**config.mk**
```make
export PLATFORM = sky130hd
export DESIGN_NAME = sdc_single_blk_wr_mod_flat
export DESIGN_NICKNAME = d
export VERILOG_FILES = /design/src/rtl/sdc_single_blk_wr_mod_if.sv /design/src/rtl/sdc_single_blk_wr_mod.sv /design/src/flat_wrapper.sv
export SDC_FILE = /design/constraint.sdc
export NUM_CORES = 1
export LEC_CHECK = 0
export CORE_AREA = 2 2 179 137
export CTS_BUF_LIST = sky130_fd_sc_hd__clkbuf_4
export DETAILED_ROUTE_END_ITERATION = 16
export DIE_AREA = 0 0 181 139
export PLACE_DENSITY = 0.54
export SLEW_MARGIN = 0
export SYNTH_ARGS = -nofsm -noshare
export SYNTH_HDL_FRONTEND = slang
export SYNTH_SLANG_ARGS = --single-unit
```
**constraint.sdc**
```tcl
create_clock -name sdc_clk -period 2.3 [get_ports sdc_clk]
set_clock_uncertainty 0.15 [all_clocks]
set_input_delay 0.46 -clock sdc_clk [delete_from_list [all_inputs] [get_ports sdc_clk]]
set_output_delay 0.46 -clock sdc_clk [all_outputs]
set_load 0.02 [all_outputs]
```
**src/rtl/sdc_single_blk_wr_mod_if.sv**
```systemverilog
// SD single-block write: host/FIFO and D0 line bundle.
// master = host side, slave = write engine.
interface sdc_single_blk_wr_mod_if;
  logic [15:0] command;
  logic        wr_strt;
  logic [63:0] dat_wrd;
  logic        d0_in;
  logic        rd_wrd_strb;
  logic        d0_out;
  logic        d0_oe;
  logic        busy;
  logic        tfc;
  logic        wr_err;
  logic [2:0]  crc_stat;

  modport master (
    output command,
    output wr_strt,
    output dat_wrd,
    output d0_in,
    input  rd_wrd_strb,
    input  d0_out,
    input  d0_oe,
    input  busy,
    input  tfc,
    input  wr_err,
    input  crc_stat
  );

  modport slave (
    input  command,
    input  wr_strt,
    input  dat_wrd,
    input  d0_in,
    output rd_wrd_strb,
    output d0_out,
    output d0_oe,
    output busy,
    output tfc,
    output wr_err,
    output crc_stat
  );
endinterface

```
**src/rtl/sdc_single_blk_wr_mod.sv**
```systemverilog
// SD single-block (512 B) write engine on D0:
// start bit, 4096 data bits, CRC16, end bit, CRC status, busy.
module sdc_single_blk_wr_mod (
  input  logic sdc_clk,
  input  logic reset,
  sdc_single_blk_wr_mod_if.slave bus
);

  typedef enum logic [3:0] {
    IDLE      = 4'd0,
    FETCH     = 4'd1,
    START     = 4'd2,
    DATA      = 4'd3,
    CRC       = 4'd4,
    END       = 4'd5,
    WAIT_STAT = 4'd6,
    RD_STAT   = 4'd7,
    WAIT_BUSY = 4'd8,
    DONE      = 4'd9
  } state_t;

  state_t      state_q, state_d;
  logic [62:0] sh_q, sh_d;
  logic [15:0] crc_q, crc_d;
  logic [15:0] crc_upd;
  logic [5:0]  bit_q, bit_d;
  logic [6:0]  wrd_q, wrd_d;
  logic [4:0]  cbit_q, cbit_d;
  logic [15:0] tmo_q, tmo_d;
  logic [2:0]  stat_q, stat_d;
  logic        err_q, err_d;
  logic        dout_q, dout_d;
  logic        oe_q, oe_d;
  logic        strb_q, strb_d;
  logic        busy_q, busy_d;
  logic        tfc_q, tfc_d;
  logic        cmd_ok;
  logic        cmd_unused;

  assign cmd_ok = (bus.command[13:8] == 6'h18) ||
                  (bus.command[13:8] == 6'h19);
  assign cmd_unused = &{1'b0, bus.command[15:14],
                        bus.command[7:0]};

  // serial CRC16-CCITT step on the bit currently on D0
  assign crc_upd = {crc_q[14:0], 1'b0} ^
                   ({16{crc_q[15] ^ dout_q}} & 16'h1021);

  always_comb begin
    state_d = state_q;
    sh_d    = sh_q;
    crc_d   = crc_q;
    bit_d   = bit_q;
    wrd_d   = wrd_q;
    cbit_d  = cbit_q;
    tmo_d   = tmo_q;
    stat_d  = stat_q;
    err_d   = err_q;
    dout_d  = 1'b1;
    strb_d  = 1'b0;
    unique case (state_q)
      IDLE: begin
        if (bus.wr_strt && cmd_ok) begin
          state_d = FETCH;
          strb_d  = 1'b1;
          stat_d  = 3'b000;
          err_d   = 1'b0;
          crc_d   = 16'h0000;
          bit_d   = 6'd0;
          wrd_d   = 7'd0;
          cbit_d  = 5'd0;
          tmo_d   = 16'd0;
        end
      end
      FETCH: begin
        if (cbit_q[0]) begin
          state_d = START;
          dout_d  = 1'b0;
          cbit_d  = 5'd0;
        end else begin
          cbit_d = 5'd1;
        end
      end
      START: begin
        state_d = DATA;
        sh_d    = bus.dat_wrd[62:0];
        dout_d  = bus.dat_wrd[63];
        bit_d   = 6'd63;
        wrd_d   = 7'd0;
      end
      DATA: begin
        crc_d = crc_upd;
        if (bit_q == 6'd0) begin
          if (wrd_q == 7'd63) begin
            state_d = CRC;
            dout_d  = crc_upd[15];
            cbit_d  = 5'd0;
          end else begin
            sh_d   = bus.dat_wrd[62:0];
            dout_d = bus.dat_wrd[63];
            bit_d  = 6'd63;
            wrd_d  = wrd_q + 7'd1;
          end
        end else begin
          sh_d   = {sh_q[61:0], 1'b0};
          dout_d = sh_q[62];
          bit_d  = bit_q - 6'd1;
          strb_d = (bit_q == 6'd3) && (wrd_q != 7'd63);
        end
      end
      CRC: begin
        if (cbit_q == 5'd15) begin
          state_d = END;
          dout_d  = 1'b1;
        end else begin
          crc_d  = {crc_q[14:0], 1'b0};
          dout_d = crc_q[14];
          cbit_d = cbit_q + 5'd1;
        end
      end
      END: begin
        state_d = WAIT_STAT;
        tmo_d   = 16'd0;
      end
      WAIT_STAT: begin
        if (!bus.d0_in) begin
          state_d = RD_STAT;
          cbit_d  = 5'd0;
        end else if (tmo_q == 16'd15) begin
          state_d = DONE;
          stat_d  = 3'b111;
          err_d   = 1'b1;
        end else begin
          tmo_d = tmo_q + 16'd1;
        end
      end
      RD_STAT: begin
        if (cbit_q == 5'd3) begin
          state_d = WAIT_BUSY;
          err_d   = (stat_q != 3'b010);
          tmo_d   = 16'd0;
        end else begin
          stat_d = {stat_q[1:0], bus.d0_in};
          cbit_d = cbit_q + 5'd1;
        end
      end
      WAIT_BUSY: begin
        if (bus.d0_in) begin
          state_d = DONE;
        end else if (tmo_q == 16'hFFFE) begin
          state_d = DONE;
          err_d   = 1'b1;
        end else begin
          tmo_d = tmo_q + 16'd1;
        end
      end
      DONE: begin
        state_d = IDLE;
      end
      default: begin
        state_d = IDLE;
        sh_d    = '0;
        crc_d   = 16'h0000;
        bit_d   = 6'd0;
        wrd_d   = 7'd0;
        cbit_d  = 5'd0;
        tmo_d   = 16'd0;
        stat_d  = 3'b000;
        err_d   = 1'b0;
      end
    endcase
    oe_d   = state_d inside {START, DATA, CRC, END};
    dout_d = oe_d ? dout_d : 1'b1;
    busy_d = (state_d != IDLE);
    tfc_d  = (state_d == DONE);
  end

  always_ff @(posedge sdc_clk) begin
    if (reset) begin
      state_q <= IDLE;
      sh_q    <= '0;
      crc_q   <= 16'h0000;
      bit_q   <= 6'd0;
      wrd_q   <= 7'd0;
      cbit_q  <= 5'd0;
      tmo_q   <= 16'd0;
      stat_q  <= 3'b000;
      err_q   <= 1'b0;
      dout_q  <= 1'b1;
      oe_q    <= 1'b0;
      strb_q  <= 1'b0;
      busy_q  <= 1'b0;
      tfc_q   <= 1'b0;
    end else begin
      state_q <= state_d;
      sh_q    <= sh_d;
      crc_q   <= crc_d;
      bit_q   <= bit_d;
      wrd_q   <= wrd_d;
      cbit_q  <= cbit_d;
      tmo_q   <= tmo_d;
      stat_q  <= stat_d;
      err_q   <= err_d;
      dout_q  <= dout_d;
      oe_q    <= oe_d;
      strb_q  <= strb_d;
      busy_q  <= busy_d;
      tfc_q   <= tfc_d;
    end
  end

  assign bus.rd_wrd_strb = strb_q;
  assign bus.d0_out      = dout_q;
  assign bus.d0_oe       = oe_q;
  assign bus.busy        = busy_q;
  assign bus.tfc         = tfc_q;
  assign bus.wr_err      = err_q;
  assign bus.crc_stat    = stat_q;

endmodule

```
**src/flat_wrapper.sv**
```systemverilog
// flat-port wrapper written by rule: the top's interface ports become plain ports
module sdc_single_blk_wr_mod_flat 
  (sdc_clk, reset, bus_command, bus_wr_strt, bus_dat_wrd, bus_d0_in, bus_rd_wrd_strb, bus_d0_out, bus_d0_oe, bus_busy, bus_tfc, bus_wr_err, bus_crc_stat);
  sdc_single_blk_wr_mod_if bus_i ();
  input  logic sdc_clk;
  input  logic reset;
  input wire logic [$bits(bus_i.command)-1:0] bus_command;
  input wire logic [$bits(bus_i.wr_strt)-1:0] bus_wr_strt;
  input wire logic [$bits(bus_i.dat_wrd)-1:0] bus_dat_wrd;
  input wire logic [$bits(bus_i.d0_in)-1:0] bus_d0_in;
  output wire logic [$bits(bus_i.rd_wrd_strb)-1:0] bus_rd_wrd_strb;
  output wire logic [$bits(bus_i.d0_out)-1:0] bus_d0_out;
  output wire logic [$bits(bus_i.d0_oe)-1:0] bus_d0_oe;
  output wire logic [$bits(bus_i.busy)-1:0] bus_busy;
  output wire logic [$bits(bus_i.tfc)-1:0] bus_tfc;
  output wire logic [$bits(bus_i.wr_err)-1:0] bus_wr_err;
  output wire logic [$bits(bus_i.crc_stat)-1:0] bus_crc_stat;
  assign bus_i.command = bus_command;
  assign bus_i.wr_strt = bus_wr_strt;
  assign bus_i.dat_wrd = bus_dat_wrd;
  assign bus_i.d0_in = bus_d0_in;
  assign bus_rd_wrd_strb = bus_i.rd_wrd_strb;
  assign bus_d0_out = bus_i.d0_out;
  assign bus_d0_oe = bus_i.d0_oe;
  assign bus_busy = bus_i.busy;
  assign bus_tfc = bus_i.tfc;
  assign bus_wr_err = bus_i.wr_err;
  assign bus_crc_stat = bus_i.crc_stat;
  sdc_single_blk_wr_mod u_core (.sdc_clk(sdc_clk), .reset(reset), .bus(bus_i));
endmodule
```
* After elaboration in Yosys (flattened, before gate mapping)
Index checks and enable logic that the tools add are counted.
Widths: inputs -> output; s select.
** Cells by class
- Equal/unequal tests :: 39
- Mux-type cells :: 59
- Bitwise operators :: 10
- $add $sub $neg :: 4
- Reductions and logical operators :: 23
** Operators by type and width (count)
- $pmux 63 s3 :: 1
- $mux 63 :: 2
- $mux 16 :: 7
- $pmux 16 s5 :: 1
- $pmux 16 s4 :: 1
- $mux 4 :: 10
- $pmux 4 s9 :: 1
- $pmux 5 s7 :: 1
- $mux 5 :: 6
- $eq 4x3->1 const B :: 6
- $pmux 6 s4 :: 1
- $mux 7 :: 3
- $pmux 7 s3 :: 1
- $reduce_and 7->1 :: 3
- $reduce_or 7->1 :: 3
- $mux 6 :: 3
- $add 16x1->16 const B :: 1
- $eq 16x16->1 const B :: 1
- $eq 16x4->1 const B :: 1
- $eq 4x2->1 const B :: 4
- $ne 2x2->1 const B :: 8
- $xor 16x13->16 :: 1
- $mux 1 :: 13
- $eq 4x4->1 const B :: 3
- 34 further kinds :: 53
** Storage, ports and cells
- Word-level logic and storage cells :: 149
- Register bits :: 126
- Bits of input ports :: 84

* Logic depth before layout (Yosys ltp)
- Depth in word-level cells :: 9
- Mapped depth :: 10

* Least setup slack after synthesis
Ideal clock, no wire load.
- Path kind :: register to register
- From :: reg u_core.bit_q[2]
- To :: reg u_core.sh_q[34]
- Setup time :: 0.128 ns
- Data required time :: 2.022 ns
- Arrival :: 2.052 ns
- Setup slack :: -0.030 ns
- Path buffers :: 2
- Cell stages (with the launch flop) :: 8
- Path through :: dfxtp_1 > or4_4 > or4_4 > and2_1 > buf_6 > buf_6 > a22oi_2 > nor2_1
** Between the ends
- Longest elaborated chain between the ends :: 3
- Elaborated cells between the ends (all ways) :: 5
- Those cells by class :: eq/ne: 1; mux: 2; reduce/logical: 2
** Ends and longest elaborated chain
- start: declaration :: line sdc_single_blk_wr_mod.sv:26 : logic [5:0] bit_q, bit_d;
- start signal: assignment :: line sdc_single_blk_wr_mod.sv:198 : bit_q <= bit_d;
- $logic_not 6->1 (*) :: line sdc_single_blk_wr_mod.sv:93 : if (bit_q == 6'd0) begin
- $mux 63 or $ne 3x3->1 (tied branches)
- $pmux 63 s3 or $reduce_and 2->1 (tied branches)
- end signal: assignment :: line sdc_single_blk_wr_mod.sv:181 : sh_q <= '0;
- end signal: assignment :: line sdc_single_blk_wr_mod.sv:196 : sh_q <= sh_d;
- end: declaration :: line sdc_single_blk_wr_mod.sv:23 : logic [62:0] sh_q, sh_d;
Mark *: on every way between the ends. The rest lies on a longest branch, timed or not.
A chain may end at the register's enable or synchronous reset.

* Final worst setup path
- From :: reg u_core.cbit_q[1]
- To :: reg u_core.cbit_q[3]
** Between the ends
- Longest elaborated chain between the ends :: 3
- Elaborated cells between the ends (all ways) :: 9
- Those cells by class :: add/sub: 1; eq/ne: 4; mux: 3; reduce/logical: 1
** Ends and longest elaborated chain
- start: declaration :: line sdc_single_blk_wr_mod.sv:28 : logic [4:0] cbit_q, cbit_d;
- start signal: assignment :: line sdc_single_blk_wr_mod.sv:200 : cbit_q <= cbit_d;
- $add 5x1->5 (tied with other cells) :: line sdc_single_blk_wr_mod.sv:118, sdc_single_blk_wr_mod.sv:144
- $mux 5 (tied with other cells) :: line sdc_single_blk_wr_mod.sv:138 : if (cbit_q == 5'd3) begin
- $pmux 5 s7 or $reduce_and 7->1 (tied branches)
Several ways; a longest one is shown, not always the timed one. The select of a mux whose other input is x is not followed.

==> results.json <==
{
  "synth_sequential_area_ratio_pct": 36.2,
  "slowest_stage_delay_on_critical_path_ns": 0.36,
  "place.detailed.hpwl_mm": 14.0,
  "ys_ff_latch": 126,
  "timing.critical_path.max_delay_family": "simple AND/OR/NAND/NOR gates",
  "postSynth.topFlopCell": "sky130_fd_sc_hd__dfxtp_1",
  "worst_ir_drop_vdd_mv": 0.332,
  "grt_overflow_total": 0,
  "worst_hold_stages": 3,
  "grt_pass1_vias": 6304,
  "clock_path_buffers": 2,
  "route.detailed.drc": 0,
  "clock_sinks": 126,
  "synth_edf_count": 0,
  "fin_hold_viols": 0,
  "failed_checks": "setup timing",
  "crit_path_start_kind": "flop",
  "rr_endpoint": "u_core.cbit_q[3]",
  "grt_first_pass_wirelength_mm": 32.7,
  "worstHoldPathType": "in2reg",
  "largest_net_degree_at_the_start_of_global_routing": 98,
  "tritoncts": "built",
  "clk-insertion-delay-late_ns": 0.55,
  "tightest_slew_ns": 0.523,
  "end_kind": "flop",
  "drt_wl_total_mm": 20.7,
  "clk_pin_slew_ns": 0.15,
  "antenna_violating_nets_post_route": 0,
  "ff2ff_path_depth": 9,
  "multi_input_area_um2": 4100,
  "synth.net_count": 947,
  "via_count": 7022,
  "gp_routability_congestion": 0.882,
  "fp.coreArea_um2": 23500,
  "crit_chain": "ha_4, buf_6, and3_4, ha_4, nor2_2, o211a_1, nand2_2, or3_4, o41ai_2",
  "static_power_due_to_leakage_nw": 3.42,
  "grt_setup_unrepaired": "true",
  "design.portCount": 93,
  "worst_path_max_delay_cell": "sky130_fd_sc_hd__dfxtp_2",
  "final_layout_size_suffix_gt1_share_pct": 28.4,
  "io_buffers": 81,
  "post_synth_inst_count": 855,
  "synthesis.area_um2": 6970,
  "critPathArrivalTime_ns": 2.61,
  "total_of_warnings_raised_by_yosys": 0,
  "cp_num_buf_inv": 1,
  "viasPerCell": 5.19,
  "antenna_found_initial": 1,
  "worst_slew_margin_rel_pct": 64.9,
  "gr-usage-all-layers_pct": 15.8,
  "drtPass1Iterations": 5,
  "syn_area_per_cell_um2": 8.15,
  "count_of_cell_types_in_the_netlist": 71,
  "timing_max_transition_violations_final": 0,
  "timing.rr.start": "u_core.cbit_q[1]",
  "fmaxAchievable_ghz": 0.434,
  "cts_buffers": 17,
  "report.power.total_mw": 4.07,
  "holdCritStartpoint": "reset",
  "setup_ws_ns": -0.00637,
  "dieHeight_um": 139,
  "cts_hold_repair.buffers": 0,
  "route.met3.wl_um": 770,
  "seq_area_um2": 2540,
  "timing.setup.tns_ns": -0.00637,
  "fp.dieW_um": 181,
  "route.detailed.wl_per_inst_um": 15.3,
  "floorplan.initialDensity_pct": 29.6,
  "fin_nets": 1125,
  "cp_max_fo": 6,
  "worst_path_most_repeated_cell": "sky130_fd_sc_hd__ha_4",
  "path_depth": 9,
  "areaGrowthSynthToFinish_pct": 41.0,
  "post-route-cell-area_um2": 9820,
  "powerDensity_nw_per_um2": 415,
  "num_rows": 49,
  "met1_length_mm": 10.7,
  "synthArstFlopShare_pct": 0,
  "dpl-instance-area_um2": 9040,
  "min_delay_worst_endpoint": "u_core.sh_q[40]",
  "fill_cells": 2426,
  "finalWorstPathRequiredPeriod_ns": 2.31,
  "cts.root.buffer_cell": "sky130_fd_sc_hd__clkbuf_4",
  "worst-endpoint-required_ns": 2.60,
  "dr.first_iter.drc_count": 485,
  "finalCritPeriodShare_pct": 100,
  "dr.max_layer_used": "met4",
  "finalSetupViolations": 1,
  "finish.utilization_pct": 41.7,
  "run_status": "finished with violations",
  "wl_met2_mm": 9.05,
  "die_area_um2": 25200,
  "cap_violations": 0,
  "reg2reg_slack_ns": -0.006,
  "worstSetupPathType": "reg2reg",
  "cts-htree-levels": 4
}
-- Yosys cell counts, types with 5 or more instances --
| master | instances | area [µm²] |
|---|---|---|
| sky130_fd_sc_hd__o211ai_1 | 19 | 143 |
| sky130_fd_sc_hd__nand3_1 | 28 | 140 |
| sky130_fd_sc_hd__o31ai_1 | 11 | 82.6 |
| sky130_fd_sc_hd__nor2b_1 | 6 | 37.5 |
| sky130_fd_sc_hd__a21oi_1 | 45 | 225 |
| sky130_fd_sc_hd__or3_1 | 11 | 68.8 |
| sky130_fd_sc_hd__o21ai_0 | 26 | 130 |
| sky130_fd_sc_hd__a31oi_1 | 9 | 56.3 |
| sky130_fd_sc_hd__nand4_1 | 13 | 81.3 |
| sky130_fd_sc_hd__buf_6 | 5 | 56.3 |
| sky130_fd_sc_hd__clkbuf_1 | 47 | 176 |
| sky130_fd_sc_hd__nor3_1 | 31 | 155 |
| sky130_fd_sc_hd__nand2_1 | 37 | 139 |
| sky130_fd_sc_hd__dfxtp_1 | 126 | 2520 |
| sky130_fd_sc_hd__mux2i_1 | 9 | 90.1 |
| sky130_fd_sc_hd__inv_1 | 98 | 368 |
| sky130_fd_sc_hd__nor4_1 | 12 | 75.1 |
| sky130_fd_sc_hd__buf_2 | 14 | 70.1 |
| sky130_fd_sc_hd__o32ai_1 | 38 | 333 |
| sky130_fd_sc_hd__a221oi_1 | 27 | 236 |
| sky130_fd_sc_hd__nor4b_1 | 5 | 43.8 |
| sky130_fd_sc_hd__nand2b_1 | 6 | 37.5 |
| sky130_fd_sc_hd__and3_1 | 5 | 31.3 |
| sky130_fd_sc_hd__a22oi_2 | 38 | 475 |
| sky130_fd_sc_hd__ha_1 | 8 | 100 |
| sky130_fd_sc_hd__nor2_1 | 91 | 342 |
| sky130_fd_sc_hd__or4_1 | 8 | 60.1 |
-- kinds of logic after synthesis --
kind of cell | Yosys count | share of synthesized area (%)
flops | 126 | 36.2
compound gates | 253 | 29.0
xor+xnor | 4 | 0.503
fa+ha+maj | 8 | 1.44
simple gates | 286 | 21.7
buf+inv | 169 | 9.95
mux | 9 | 1.29
-- layout make-up --
type / count / share of cell area [%]
multi-input combinational: 560 / 41.8
sequential: 126 / 25.8
timing repair buffer: 229 / 21.7
tap: 306 / 3.90
inverter: 99 / 3.78
clock inverter: 15 / 1.75
clock buffer: 17 / 1.30
antenna: 1 / 0.0255
-- tightest hold or removal path: cells and delay by family --
kind,cells,cell delay (ns)
buffers and inverters,2,0.35
and+or+nand+nor,1,0.13
-- worst max path at each step --
stage | start | endpoint | slack, ns
after floorplan | bus_command[10] | u_core.tmo_q[1] | 0.03
after global routing | u_core.cbit_q[1] | u_core.cbit_q[3] | -0.10
after detailed placement | bus_command[10] | u_core.tmo_q[12] | -0.53
after CTS | u_core.cbit_q[0] | u_core.tmo_q[13] | 0.0005
final | u_core.cbit_q[1] | u_core.cbit_q[3] | -0.006
after global placement | bus_command[10] | u_core.tmo_q[14] | -0.44
-- registers in the layout, indices dropped and copies added (netlist names), 3 cells and up --
| register | cells |
|---|---|
| u_core.bit_q | 6 |
| u_core.sh_q | 63 |
| u_core.state_q | 4 |
| u_core.cbit_q | 5 |
| u_core.tmo_q | 16 |
| u_core.crc_q | 16 |
| u_core.bus.crc_stat | 3 |
| u_core.wrd_q | 7 |
-- placed cells by master (no fill, tap or decap), types with 10 or more instances in the layout --
master	count
sky130_fd_sc_hd__a21oi_1	38
sky130_fd_sc_hd__a221oi_1	26
sky130_fd_sc_hd__a22oi_2	38
sky130_fd_sc_hd__buf_12	13
sky130_fd_sc_hd__buf_4	128
sky130_fd_sc_hd__clkbuf_4	17
sky130_fd_sc_hd__clkdlybuf4s50_1	79
sky130_fd_sc_hd__dfxtp_1	115
sky130_fd_sc_hd__dfxtp_2	11
sky130_fd_sc_hd__inv_1	98
sky130_fd_sc_hd__nand2_1	35
sky130_fd_sc_hd__nand3_1	28
sky130_fd_sc_hd__nand4_1	13
sky130_fd_sc_hd__nor2_1	90
sky130_fd_sc_hd__nor3_1	29
sky130_fd_sc_hd__o211ai_1	19
sky130_fd_sc_hd__o21ai_0	25
sky130_fd_sc_hd__o31ai_1	10
sky130_fd_sc_hd__o32ai_1	38
-- what timing repair did --
action | 4_1_cts | 5_1_grt
pin swaps | 7 | 23
resized for setup | 19 | 62
setup buffers | 1 | 12
setup endpoints to repair | 23 | 67
cloned | 0 | 1
-- routing by layer --
| layer | vias to the layer above | GRT usage, % |
|---|---|---|
| met3 | 13 | 2.89 |
| met4 | 0 | 3.89 |
| met2 | 138 | 22.4 |
| met5 | - | 0 |
| met1 | 3357 | 24.3 |
| li1 | 3514 | - |
-- through the flow --
step / instances / setup slack (ns) / hold WS, ns
3_5_place_dp: 1306 / -0.529 / 0.296
6_report: 1353 / -0.00637 / 0.296
5_1_grt: 1353 / -0.105 / 0.247
4_1_cts: 1339 / 0.000483 / 0.227
2_1_floorplan: 855 / 0.0252 / 0.282
3_3_place_gp: 1306 / -0.438 / 0.290
-- power by group --
group          switching (mW)  internal (mW)
logic                   0.112          0.155
registers             0.00174           2.18
clock network            1.02          0.598
total                    1.14           2.94
No activity file was read; power rests on OpenSTA's default activity.
==> edit 1, RTL diff (config.mk and constraints unchanged) <==
`sh_q` no longer has a reset.
--- a/src/rtl/sdc_single_blk_wr_mod.sv
+++ b/src/rtl/sdc_single_blk_wr_mod.sv
@@ -180,3 +180,2 @@
       state_q <= IDLE;
-      sh_q    <= '0;
       crc_q   <= 16'h0000;
@@ -195,3 +194,2 @@
       state_q <= state_d;
-      sh_q    <= sh_d;
       crc_q   <= crc_d;
@@ -211,2 +209,6 @@
 
+  always_ff @(posedge sdc_clk) begin
+    sh_q <= sh_d;
+  end
+
   assign bus.rd_wrd_strb = strb_q;
Formal check against the unedited RTL: no difference found for any inputs over 10 cycles, from zero or initial values and one cycle with reset high; that may be too few to reach the edited logic, so the function may still have changed.
==> edit 1 against the original RTL <==
- the run still ends with negative setup slack left
- non-clock buffer count decreased by 29
- die area stayed put
- sequential cell count did not move
- area after synthesis down 11%
- routed wire length is 17% lower
- cell area down 8.0%
- count of clock-buffer cells in the layout stayed put
- total power increased by 3.6%
- cell count is 19% lower
- worst setup slack got worse by 0.044 ns
- combinational power shrank 13%
- largest power group unchanged
==> edit 1: results (changes against the original RTL) <==
[outcome] run status complete, but fails checks
[routing] length of routed wiring on met1 9080 um [-15%]
[worst_setup_path] worst setup path endpoint u_core.tmo_q[5]
[sta] worst setup slack after layout -0.0502 ns [-0.0438 ns]
[routing] routed length on met2 7490 um [-17%]
[sta] Slew @ Worst Pin 0.396 ns [-0.127 ns]
[synthesis] main flop type after synthesis edfxtp_1
[power_and_ir_drop] Worst VDD drop 0.000230 V [-31%]
[synthesis] number of standard cells after synthesis 604 [-29%]
[global_route] total track usage 13.1% [-2.7 points]
[min_path] Hold Crit Class reg -> reg
[routing] via density per instance 4.95 [-4.6%]
[worst_setup_path] worst setup path startpoint u_core.tmo_q[5]
[synthesis] synth cell count leaders dfxtp_1, edfxtp_1, a22o_1
[worst_setup_path] number of cells traversed by the worst register-to-register path 6 [-3]
[routing] Starting DRT DRC Count 308 [-36%]
[outcome] failing checks negative setup slack
[synthesis] synthesized net count 696 [-27%]
[routing] drt total wl 17300 um [-17%]
[sta] count of endpoints failing setup in the final report 16 [+15]
[power_and_ir_drop] Static Leak 3.14 nW [-8.2%]
[synthesis] share of the yosys chip area belonging to registers 50.8% [+15 points]
[placed_design] Placement Cell Area 8210 sq um [-9.2%]
[synthesis] synth top area cells edfxtp_1, dfxtp_1, a22o_1, a21oi_1, nand3_1
[global_route] vias in the first global route 5020 [-20%]
[edit 1: report_power, final]
part / internal, mW / switching [mW]
Clock: 0.597 / 1.05
Sequential: 2.34 / 0.00266
Combinational: 0.149 / 0.0833
Total: 3.08 / 1.14
[edit 1: routing by layer]
| metal | track usage, % | up-vias |
|---|---|---|
| li1 | - | 2705 |
| met1 | 19.7 | 2630 |
| met4 | 3.89 | 0 |
| met5 | 0 | - |
| met3 | 2.39 | 11 |
| met2 | 18.9 | 91 |
[edit 1: stage by stage]
stage	power (mW)	hold slack [ns]
floorplan	2.44	0.273
global placement	2.61	0.278
detailed placement	2.61	0.282
CTS	4.28	0.298
global route	4.39	0.327
finish	4.22	0.298
[edit 1: cells by family (layout without fill, tap and decap cells)]
| kind of cell | Yosys count | after routing | share of synthesized area, % |
|---|---|---|---|
| simple gates | 200 | 200 | 18.6 |
| buf+inv | 60 | 247 | 4.17 |
| compound gates | 201 | 201 | 23.3 |
| other cells | 0 | 1 | 0 |
| xor+xnor | 2 | 2 | 0.282 |
| flops | 126 | 126 | 50.8 |
| mux | 7 | 7 | 1.23 |
| fa+ha+maj | 8 | 8 | 1.61 |
[edit 1: layout make-up]
cell class,instances,area (sq um)
inverter,15,56.3
timing repair buffer,200,1960
clock buffer,17,128
tap,306,383
multi-input combinational,418,3180
clock inverter,15,168
antenna,1,2.50
sequential,126,3170
fill,2350,14500
[edit 1: what timing repair did]
item / in CTS / in global routing
cloned: 0 / 5
pin swaps: 11 / 36
gates resized for setup: 27 / 61
endpoints found under the setup margin: 89 / 80
buffers inserted: 6 / 1
==> edit 2, RTL diff (same flow settings) <==
Without the edit above. Reset style: asynchronous (`reset`), changed in one clocked block.
--- a/src/rtl/sdc_single_blk_wr_mod.sv
+++ b/src/rtl/sdc_single_blk_wr_mod.sv
@@ -177,3 +177,3 @@
 
-  always_ff @(posedge sdc_clk) begin
+  always_ff @(posedge sdc_clk or posedge reset) begin
     if (reset) begin
Behaviour: differs if reset is asserted again (counterexample within 4 cycles, from zero or initial values and one cycle with reset high); with reset held inactive, the same outputs for 10 cycles.
==> edit 2 against the original RTL <==
- the run still ends with negative setup slack left
- critical path type unchanged
- highest routed layer unchanged
- critical endpoint is now u_core.bus.busy
- via count fell by 16%
- sequential cell count stayed put
- worst setup slack got worse by 0.029 ns
- area after synthesis down 8.6%
- routed wire length fell by 14%
- cell area decreased by 6.9%
Power is not compared: it rests on default switching activity, and its combinational part moved more than twofold at a synthesized area within 25%.
==> edit 2: results (changes against the original RTL) <==
[outcome] run status complete, but fails checks
[outcome] failing checks negative setup slack
[final_layout] sequential standard cell area 3150 sq um [+24%]
[final_layout] post-layout utilization of the core 38.8% [-2.9 points]
[final_layout] fraction of area in clock buffers and inverters 3.33% [+0.28 points]
[worst_setup_path] Reg2Reg Setup Slack -0.04 ns [-0.03 ns]
[min_path] Hold Path Depth 2 [-1]
[synthesis] synth top area cells dfrtp_1, o21ai_0, a22oi_1, nand2_1, a21oi_1
[clocking] clock-pin slew reported for the worst setup and hold paths after clock tree synthesis 0.13 ns [-0.02 ns]
[final_layout] fillcell total 2377 [-2.0%]
[synthesis] number of distinct library cells after synthesis 66 [-7.0%]
[placed_design] gpl congestion 0.829 [-6.0%]
[worst_setup_path] Critical R2R Launch u_core.cbit_q[0]
[routing] routed length on met2 7890 um [-13%]
[sta] total negative slack for setup checks -0.0355 ns [-0.0291 ns]
[final_layout] Inverters excl. clock 32 [-68%]
[power_and_ir_drop] Power, Total 9.74 mW
[synthesis] synth cell count leaders dfrtp_1, o21ai_0, nand2_1
[worst_setup_path] Arr. time, crit path 2.60 ns [about the same]
[routing] met3 WL 708 um [-8.1%]
[min_path] endpoint of the worst hold path u_core.sh_q[21]
[global_route] total track usage 14.0% [-1.8 points]
[sta] count of endpoints failing setup in the final report 1 [unchanged]
[routing] length of routed wiring on met1 9120 um [-15%]
[placed_design] Placement Cell Area 8340 sq um [-7.8%]
[sta] Slew @ Worst Pin 0.459 ns [-0.0642 ns]
[min_path] HP Start u_core.sh_q[21]
[global_route] pin count of the biggest net entering global routing 63 [-36%]
[routing] via density per instance 4.87 [-6.2%]
[min_path] Hold Crit Class reg -> reg
[global_route] first-pass GRT wire length 28800 um [-12%]
[placed_design] DP HPWL 11700 um [-17%]
[routing] average detailed-routed wire length per instance 14.8 um [-3.5%]
[synthesis] synthesized net count 790 [-17%]
[final_layout] multi-input combinational cell count 498 [-11%]
[worst_setup_path] number of cells traversed by the worst register-to-register path 8 [-1]
[sta] worst setup slack after layout -0.0355 ns [-0.0291 ns]
[final_layout] area share of buffers outside the clock network 21.8% [+0.18 points]
[final_layout] share of final-layout standard cells stronger than drive strength 1 24.7% [-3.7 points]
[final_layout] flip-flop and latch share of the layout cell area 34.5% [+8.7 points]
[final_layout] Final Net Count 979 [-13%]
[global_route] met3 GRT Util 3.52% [+0.63 points]
[final_layout] post-route non-filler standard cell count 1207 [-11%]
[routing] Starting DRT DRC Count 380 [-22%]
[final_layout] Repair and plain buffers 212 [-7.4%]
[global_route] GR met2 Demand/Resource 20.7% [-1.7 points]
[placed_design] pre-CTS setup slack -0.546 ns [-0.0165 ns]
[sta] worst-case hold slack 0.345 ns [+0.0490 ns]
[final_layout] sequential cell count 126 [unchanged]
[worst_setup_path] maximum fanout along the worst path 3 [-3]
[synthesis] average instance area after synthesis 9.12 sq um [+12%]
[worst_setup_path] reg-to-reg endpoint u_core.bus.busy
[worst_setup_path] slowest stage cell, crit path or4b_4
-- edit 2: changes by cell type in the layout (fill, tap and decap cells not counted), sizes merged, moves of 20 or more --
cell | unedited run | this run
a22oi | 39 | 66
nor2 | 91 | 34
a221oi | 27 | 0
dfrtp | 0 | 125
dfxtp | 126 | 0
o21ai | 29 | 103
inv | 107 | 37
buf | 148 | 128
nand2 | 37 | 99
o32ai | 38 | 0
-- edit 2: cells by family after synthesis --
| logic type | Yosys count | synth area share (%) |
|---|---|---|
| AOI/OAI and AO/OA | 247 | 24.6 |
| and+or+nand+nor | 235 | 18.4 |
| DFF | 126 | 49.5 |
| buffers and inverters | 74 | 4.72 |
| adders and majority gates | 8 | 1.57 |
| xor gates and xnor gates | 5 | 0.688 |
| muxes | 3 | 0.511 |
-- edit 2: timing repair --
item                                    in CTS  in global routing
gates cloned                                 1                  2
endpoints found under the setup margin      44                107
pin swaps                                   12                 14
hold buffers                                 1                  0
setup buffers                                6                 13
hold endpoints to repair                     3                  0
resized for setup                           24                 38
